==> src/rtl/ipu_merge_slicer_pkg.sv <==
// Shared FSM type, default sizing and select range helper for the merge/slice path.
package ipu_pkg;

  typedef enum logic [1:0] {
    IDLE    = 2'd0,
    WAIT_IN = 2'd1,
    SEND    = 2'd2
  } ipu_state_e;

  localparam int IPU_WIDTH  = 11;
  localparam int IPU_ADDR_W = 4;
  localparam int IPU_N_IN   = 3;

  // A select token names a real source only when it is below the source count.
  function automatic logic sel_in_range(input int sel, input int n_in);
    return (sel < n_in);
  endfunction

endpackage

==> src/rtl/ipu_merge_slicer_fork_reg.sv <==
// Two-way registered fork: holds a data field and an address field, each valid
// clearing on its own handshake; done flags the edge that empties the pair.
module ipu_fork_reg #(
  parameter int DAT_W  = 7,
  parameter int ADDR_W = 4
) (
  input  logic              clk,
  input  logic              rst,
  input  logic              load,
  input  logic [DAT_W-1:0]  load_dat,
  input  logic [ADDR_W-1:0] load_addr,
  output logic              dat_valid,
  input  logic              dat_ready,
  output logic [DAT_W-1:0]  dat_data,
  output logic              addr_valid,
  input  logic              addr_ready,
  output logic [ADDR_W-1:0] addr_data,
  output logic              done
);

  logic              dat_valid_reg;
  logic              addr_valid_reg;
  logic [DAT_W-1:0]  dat_data_reg;
  logic [ADDR_W-1:0] addr_data_reg;

  always_ff @(posedge clk) begin
    if (rst) begin
      dat_valid_reg  <= 1'b0;
      addr_valid_reg <= 1'b0;
      dat_data_reg   <= '0;
      addr_data_reg  <= '0;
    end else if (load) begin
      dat_valid_reg  <= 1'b1;
      addr_valid_reg <= 1'b1;
      dat_data_reg   <= load_dat;
      addr_data_reg  <= load_addr;
    end else begin
      if (dat_valid_reg && dat_ready) begin
        dat_valid_reg <= 1'b0;
      end
      if (addr_valid_reg && addr_ready) begin
        addr_valid_reg <= 1'b0;
      end
    end
  end

  // High on the edge where every still-pending field is being taken.
  assign done = (dat_valid_reg | addr_valid_reg)
              & (~dat_valid_reg  | dat_ready)
              & (~addr_valid_reg | addr_ready);

  assign dat_valid  = dat_valid_reg;
  assign addr_valid = addr_valid_reg;
  assign dat_data   = dat_data_reg;
  assign addr_data  = addr_data_reg;

endmodule

==> src/rtl/ipu_merge_slicer.sv <==
// Select-driven merge of N_IN sources, splitting each word into data/address fields.
// Optional IPU_SEL_ERR_EN adds sel_err_cnt, a saturating count of dropped selects.
module ipu_merge_slicer
  import ipu_pkg::*;
#(
  parameter int N_IN   = IPU_N_IN,
  parameter int WIDTH  = IPU_WIDTH,
  parameter int ADDR_W = IPU_ADDR_W,
  parameter int SEL_W  = $clog2(N_IN),
  parameter int ERR_W  = 8
) (
  input  logic                    clk,
  input  logic                    rst,
  input  logic                    sel_valid,
  output logic                    sel_ready,
  input  logic [SEL_W-1:0]        sel_data,
  input  logic [N_IN-1:0]         in_valid,
  output logic [N_IN-1:0]         in_ready,
  input  logic [N_IN*WIDTH-1:0]   in_data,
  output logic                    dat_valid,
  input  logic                    dat_ready,
  output logic [WIDTH-ADDR_W-1:0] dat_data,
  output logic                    addr_valid,
  input  logic                    addr_ready,
  output logic [ADDR_W-1:0]       addr_data,
  output logic                    busy
`ifdef IPU_SEL_ERR_EN
  ,
  output logic [ERR_W-1:0]        sel_err_cnt
`endif
);

  localparam int DAT_W = WIDTH - ADDR_W;

  ipu_state_e       state_reg;
  logic             sel_ready_reg;
  logic [N_IN-1:0]  in_ready_reg;
  logic [N_IN-1:0]  sel_onehot;
  logic [WIDTH-1:0] in_words     [N_IN];
  logic [WIDTH-1:0] masked_words [N_IN];
  logic [WIDTH-1:0] sel_word;
  logic             sel_fire;
  logic             sel_ok;
  logic             in_fire;
  logic             fork_done;

  genvar gi;
  generate
    for (gi = 0; gi < N_IN; gi++) begin : g_src
      assign in_words[gi]     = in_data[gi*WIDTH +: WIDTH];
      assign sel_onehot[gi]   = (sel_data == SEL_W'(gi));
      // The latched one-hot ready doubles as the word mux select.
      assign masked_words[gi] = in_ready_reg[gi] ? in_words[gi] : '0;
    end
  endgenerate

  always_comb begin
    sel_word = '0;
    for (int i = 0; i < N_IN; i++) begin
      sel_word = sel_word | masked_words[i];
    end
  end

  assign sel_fire = sel_valid & sel_ready_reg;
  assign sel_ok   = sel_in_range(int'(sel_data), N_IN);
  assign in_fire  = |(in_valid & in_ready_reg);

  always_ff @(posedge clk) begin
    if (rst) begin
      state_reg     <= IDLE;
      sel_ready_reg <= 1'b0;
      in_ready_reg  <= '0;
    end else begin
      unique case (state_reg)
        IDLE: begin
          // Also raises sel_ready on the first cycle after reset.
          sel_ready_reg <= 1'b1;
          if (sel_fire && sel_ok) begin
            sel_ready_reg <= 1'b0;
            in_ready_reg  <= sel_onehot;
            state_reg     <= WAIT_IN;
          end
        end
        WAIT_IN: begin
          if (in_fire) begin
            in_ready_reg <= '0;
            state_reg    <= SEND;
          end
        end
        SEND: begin
          if (fork_done) begin
            sel_ready_reg <= 1'b1;
            state_reg     <= IDLE;
          end
        end
        default: begin
          sel_ready_reg <= 1'b0;
          in_ready_reg  <= '0;
          state_reg     <= IDLE;
        end
      endcase
    end
  end

  ipu_fork_reg #(
    .DAT_W  (DAT_W),
    .ADDR_W (ADDR_W)
  ) u_fork (
    .clk        (clk),
    .rst        (rst),
    .load       (in_fire),
    .load_dat   (sel_word[WIDTH-1:ADDR_W]),
    .load_addr  (sel_word[ADDR_W-1:0]),
    .dat_valid  (dat_valid),
    .dat_ready  (dat_ready),
    .dat_data   (dat_data),
    .addr_valid (addr_valid),
    .addr_ready (addr_ready),
    .addr_data  (addr_data),
    .done       (fork_done)
  );

  assign sel_ready = sel_ready_reg;
  assign in_ready  = in_ready_reg;
  assign busy      = (state_reg != IDLE);

`ifdef IPU_SEL_ERR_EN
  logic [ERR_W-1:0] sel_err_cnt_reg;

  always_ff @(posedge clk) begin
    if (rst) begin
      sel_err_cnt_reg <= '0;
    end else if (sel_fire && !sel_ok && !(&sel_err_cnt_reg)) begin
      sel_err_cnt_reg <= sel_err_cnt_reg + 1'b1;
    end
  end

  assign sel_err_cnt = sel_err_cnt_reg;
`endif

endmodule

==> config.mk <==
export PLATFORM = sky130hd
export DESIGN_NAME = ipu_merge_slicer
export DESIGN_NICKNAME = d
export VERILOG_FILES = /design/src/rtl/ipu_merge_slicer_pkg.sv /design/src/rtl/ipu_merge_slicer_fork_reg.sv /design/src/rtl/ipu_merge_slicer.sv
export SDC_FILE = /design/constraint.sdc
export NUM_CORES = 1
export LEC_CHECK = 0
export BUFFER_PORTS_ARGS = -buffer_cell sky130_fd_sc_hd__buf_2
export CORE_UTILIZATION = 30
export DETAILED_ROUTE_END_ITERATION = 8
export HOLD_SLACK_MARGIN = 0.05
export PLACE_DENSITY = 0.61
export SETUP_SLACK_MARGIN = 0.3
export SLEW_MARGIN = 40
export SYNTH_ARGS = -nofsm -noshare
export SYNTH_HDL_FRONTEND = slang
export SYNTH_SLANG_ARGS = --single-unit
==> constraint.sdc <==
create_clock -name clk -period 2.4 [get_ports clk]
set_input_delay 0 -clock clk [delete_from_list [all_inputs] [get_ports clk]]
set_output_delay 0 -clock clk [all_outputs]
set_load 0.01 [all_outputs]
---- Yosys cells after proc, flatten, opt, wreduce, memory -nomap -nowiden ----
Index checks and enable logic that the tools add are counted.
word-level totals
  output and inout port bits .............. 18
  logic and storage cells ................. 57
  bits in registers ....................... 19
  bits of input ports ..................... 43
cells by class
  reductions and logical operators ........ 12
  $lt $le $gt $ge ......................... 1
  bitwise operators ....................... 13
  mux-type cells .......................... 17
  eq/ne operators ......................... 7
operators with widths
  kind                                               count
  2-to-1 mux 11 bit                                  3
  OR 11 bit                                          2
  one-hot mux 3 bit (3 select lines)                 1
  2-to-1 mux 1 bit                                   6
  2-to-1 mux 2 bit                                   3
  2-to-1 mux 3 bit                                   2
  inequality test 2 bit, second input constant       3
  one-hot mux 2 bit (3 select lines)                 1
  AND reduction 3 bit                                2
  nonzero test 2 bit                                 3
  == test 2 x 1 -> 1 bit, second input constant      2
  == test 2 bit, second input constant               2
  logical NOT 2 bit                                  2
  inverter 1 bit                                     4
  bitwise AND 1 bit                                  3
  bitwise AND 3 bit                                  1
  logical AND 1 bit                                  3
  OR 1 bit                                           3
  one-hot mux 1 bit (3 select lines)                 1
  OR reduction 3 bit                                 1
  less-than comparator 2 bit, second input constant  1
  AND reduction 2 bit                                1

---- Depth between registers and ports, before layout ----
  word-level depth ........................ 6
  depth in mapped cells ................... 5
  gate-level depth less buffers ........... 4

---- Cells and area by module ----
From an unflattened synthesis, not the netlist that was laid out.
second synthesis, totals
  cell total of the unflattened synthesis .. 102
  area, all modules ....................... 907.1 sq um
modules (own cells, without submodules)
  module            sequential area each (sq um)  area an instance (sq um)  instances  cells each
  ipu_fork_reg      260.2                         464.2                     1          43
  ipu_merge_slicer  120.1                         442.9                     1          59

---- Worst setup path before layout ----
No wires, ideal clock.
  path kind ............................... register to register
  from .................................... reg sel_ready_reg (netlist: sel_ready)
  to ...................................... reg sel_ready_reg (netlist: sel_ready)
  stages on the path, launching flop included .. 5
  slack ................................... 1.202 ns
  arrival time ............................ 1.082 ns
  clock period less this slack ............ 1.198 ns
  buffers on the path ..................... 0
  required time ........................... 2.284 ns
  setup time .............................. 0.116 ns
  cell sequence ........................... dfxtp_1 nand2_2 a211o_1 or2_1 o211a_1
on the way
  cells in the longest elaborated chain, start to end .. 4
RTL lines
  element                             line                    source
  start: declaration                  ipu_merge_slicer.sv:36  logic sel_ready_reg;
  start signal: assignment            ipu_merge_slicer.sv:71  sel_ready_reg <= 1'b0;
  start signal: assignment            ipu_merge_slicer.sv:77  sel_ready_reg <= 1'b1;
  start signal: assignment            ipu_merge_slicer.sv:79  sel_ready_reg <= 1'b0;
  bitwise AND 1 bit                   ipu_merge_slicer.sv:64  assign sel_fire = sel_valid & sel_ready_reg;
  logical AND 1 bit                   ipu_merge_slicer.sv:78  if (sel_fire && sel_ok) begin
  2-to-1 mux 1 bit                    ipu_merge_slicer.sv:78
  one-hot mux 1 bit (3 select lines)  ipu_merge_slicer.sv:74  unique case (state_reg)
Every way passes these cells.
A chain may end at the register's enable or synchronous reset.

---- Worst setup path in the final report ----
  from .................................... reg in_ready_reg[2] (netlist: in_ready[2])
  to ...................................... reg in_ready_reg[1] (netlist: in_ready[1])
on the way
  cells in the longest elaborated chain, start to end .. 4
RTL lines
  element                          line                    source
  start: declaration               ipu_merge_slicer.sv:37  logic [N_IN-1:0] in_ready_reg;
  start signal: assignment         ipu_merge_slicer.sv:80  in_ready_reg <= sel_onehot;
  bitwise AND 3 bit                ipu_merge_slicer.sv:66  assign in_fire = |(in_valid & in_ready_reg);
  OR reduction 3 bit               ipu_merge_slicer.sv:66
  inequality test 2 bit (no line)  -
  AND reduction 3 bit (no line)    -
Every way passes these cells.

==> flow_metrics.tcl <==
set metrics [dict create \
    grt_overflow_total 0 \
    peakVddDrop_v 0.0002377 \
    cts.sinks 19 \
    hold_violations 0 \
    via_per_inst 4.954 \
    synth_largest_area_cell "dfxtp_1" \
    powerDensity_nw_per_um2 497.3 \
    critPathTopFamily "flip-flops" \
    path_cells "a22oi_2 -> nand2_4 -> o32ai_2 -> a22o_1" \
    largest_reg_flops 7 \
    p_leak_nw 0.5590 \
    core_area_um2 3028 \
    crit_path_start_kind "flip-flop" \
    final.period_utilization_pct 65.73 \
    worstSkewPairLatency_ns 0.30 \
    cts_tree "built" \
    wirelength_um 2321 \
    critPathBufInv 0 \
    seq_area_frac_synth_pct 40.16 \
    worst_slew_pin_slew_ns 0.4937 \
    die_x_um 58.19 \
    critPathMaxFanout 24 \
    ys_warn_count 0 \
    finalCriticalPeriod_ns 1.578 \
    dp_hpwl_um 1732 \
    drt_iter0_markers 70 \
    die-area_um2 3386 \
    arrival_ns 1.77 \
    globalRouteTotalUtil_pct 13.73 \
    status "finished, final reports clean" \
    fin_skew_ns 0.01349 \
    route.detailed.drc 0 \
    antenna_found_initial 0 \
    numCtsBuffers 3 \
    vias 966 \
    cts-resized-gates 0 \
    htree_num_levels 1 \
    fin_setup_tns_ns 0 \
    cts.clk_slew.worst_paths_ns 0.12 \
    synth_top_area_share_pct 40.16 \
    crit_required_ns 2.60 \
    rows 20 \
    wl_per_cell_um 11.90 \
    nNetsFinal 195 \
    hp-class "input port to flip-flop" \
    diodes 0 \
    grt_pass1_wl_um 3532 \
    cpMaxStageDelayCell "dfxtp_1" \
    cap_violations 0 \
    avgSynthCellArea_um2 10.41 \
    dpl.cell_count 187 \
    start_util_pct 31.28 \
    power_mw 0.6546 \
    drive_above_1_share_pct 52.32 \
    crit_type "flip-flop to flip-flop" \
    stdcell_count 195 \
    clock-root-buffer "clkbuf_4" \
    grt_max_degree 25 \
    synth_nets 134 \
    ys_ff_latch 19 \
    slowest_delay_ns 0.65 \
    slew_headroom_pct 67.04 \
    ios 61 \
    routabilityCongestion 0.7192 \
    synthCells 91 \
    slew_viol_final 0 \
    ys_types 29 \
    syn_area_um2 947.2 \
    ant_nets 0 \
    finalSetupViolCount 0 \
    die_h_um 58.19 \
    portBuffers 60 \
    yosys-top-cells-area "dfxtp_1 40%, a211oi_2 12%, a222oi_1 12%" \
    syn2layout_area_growth_pct 38.97 \
    rsz0062_at_grt "no" \
    clk_path_buf_depth 2 \
    fmax_ghz 0.6339 \
    crit_path_end_kind "flip-flop" \
    grt_pass1_vias 822 \
    r2r_slack_ns 0.82 \
    first_pass_iters 5 \
]
[worst paths after layout]
kind                           start             endpoint  cells past startpoint
setup / recovery         in_ready[2]          in_ready[1]                      4
hold / removal           in_data[22]  u_fork.addr_data[0]                      3
setup reg to reg         in_ready[2]          in_ready[1]                      4
hold reg to reg   u_fork.dat_data[0]   u_fork.dat_data[0]                      2
[synth_stat cells]
| master | n |
|---|---|
| nand3b_1 | 2 |
| nor3_1 | 1 |
| nor2_1 | 12 |
| buf_6 | 2 |
| dfxtp_1 | 19 |
| nand2_2 | 1 |
| a21boi_1 | 1 |
| o32ai_2 | 1 |
| a211oi_1 | 3 |
| a211oi_2 | 9 |
| or2_1 | 1 |
| a32o_1 | 1 |
| inv_1 | 1 |
| buf_1 | 1 |
| or2_4 | 1 |
| and2_1 | 1 |
| nand2b_1 | 2 |
| a21oi_1 | 5 |
| nor4_4 | 1 |
| a211o_1 | 1 |
| o211a_1 | 1 |
| nand2_1 | 3 |
| nand2_4 | 1 |
| a22oi_2 | 1 |
| a222oi_1 | 11 |
| buf_4 | 1 |
| o211ai_1 | 1 |
| a22o_1 | 2 |
| buf_2 | 4 |
[power by group]
group          total [mW]  switching, mW  internal [mW]
Sequential          0.350         0.0176          0.333
Combinational       0.141         0.0679         0.0728
Clock               0.163          0.101         0.0621
[layout by cell type (no fill, tap or decap)]
master         instances
nand2_4                1
a222oi_1              11
nand3b_1               2
a211oi_1               3
a21oi_1                5
and2_1                 1
dlygate4sd3_1          4
nand2_2                1
clkbuf_4               3
a211o_1                1
or2_4                  1
nand2_1                3
a22oi_2                1
inv_1                  1
a21boi_1               1
nand2b_1               2
a32o_1                 1
nor2_1                12
o32ai_2                1
clkinv_2               1
o211a_1                1
a22o_1                 2
a211oi_2               9
nor3_1                 1
buf_2                 60
o211ai_1               1
or2_1                  1
nor4_4                 1
dfxtp_1               19
[per-layer routing]
metal / share of wire, % / track usage, % / up-vias
met5: 0 / 0 / -
met4: 1.1 / 5.102 / 0
met3: 8.9 / 3.571 / 3
met2: 44 / 22.99 / 52
met1: 46 / 16.90 / 425
li1: - / - / 486
[through the flow]
step	hold slack [ns]	worst slack (ns)	area (um2)	utilization, %
after floorplan	0.1256	1.202	947.2	-
after global placement	0.2777	0.8874	1249	41.24
after detailed placement	0.2801	0.8383	1249	41.24
after CTS	0.07461	0.8077	1316	43.47
after global routing	0.06985	0.6958	1316	43.47
final	0.07834	0.8224	1316	43.47
[logic make-up (layout without fill, tap and decap cells)]
group,after synthesis,after routing,share of synthesized area [%]
compound gates,37,37,38.05
buf+inv,9,69,6.076
flops,19,19,40.16
simple gates,26,26,15.72
[repair_timing]
action                    CTS  global route
buffers inserted            0             0
hold buffers                4             0
hold endpoints to repair    5             0
[tightest hold or removal path, cell delays in order]
cell	delay, ns
buf_2	0.08
a222oi_1	0.06
a211oi_2	0.21
[area by class of cell]
cell class	count	area [um2]
flip-flops and latches	19	380.4
fillers	309	1712
well taps	44	55.05
multi-input cells	63	509.2
inverters	1	3.754
clock inverters	1	5.005
clock buffers	3	22.52
repair buffers	64	340.3
No activity file was read; power rests on OpenSTA's default activity.
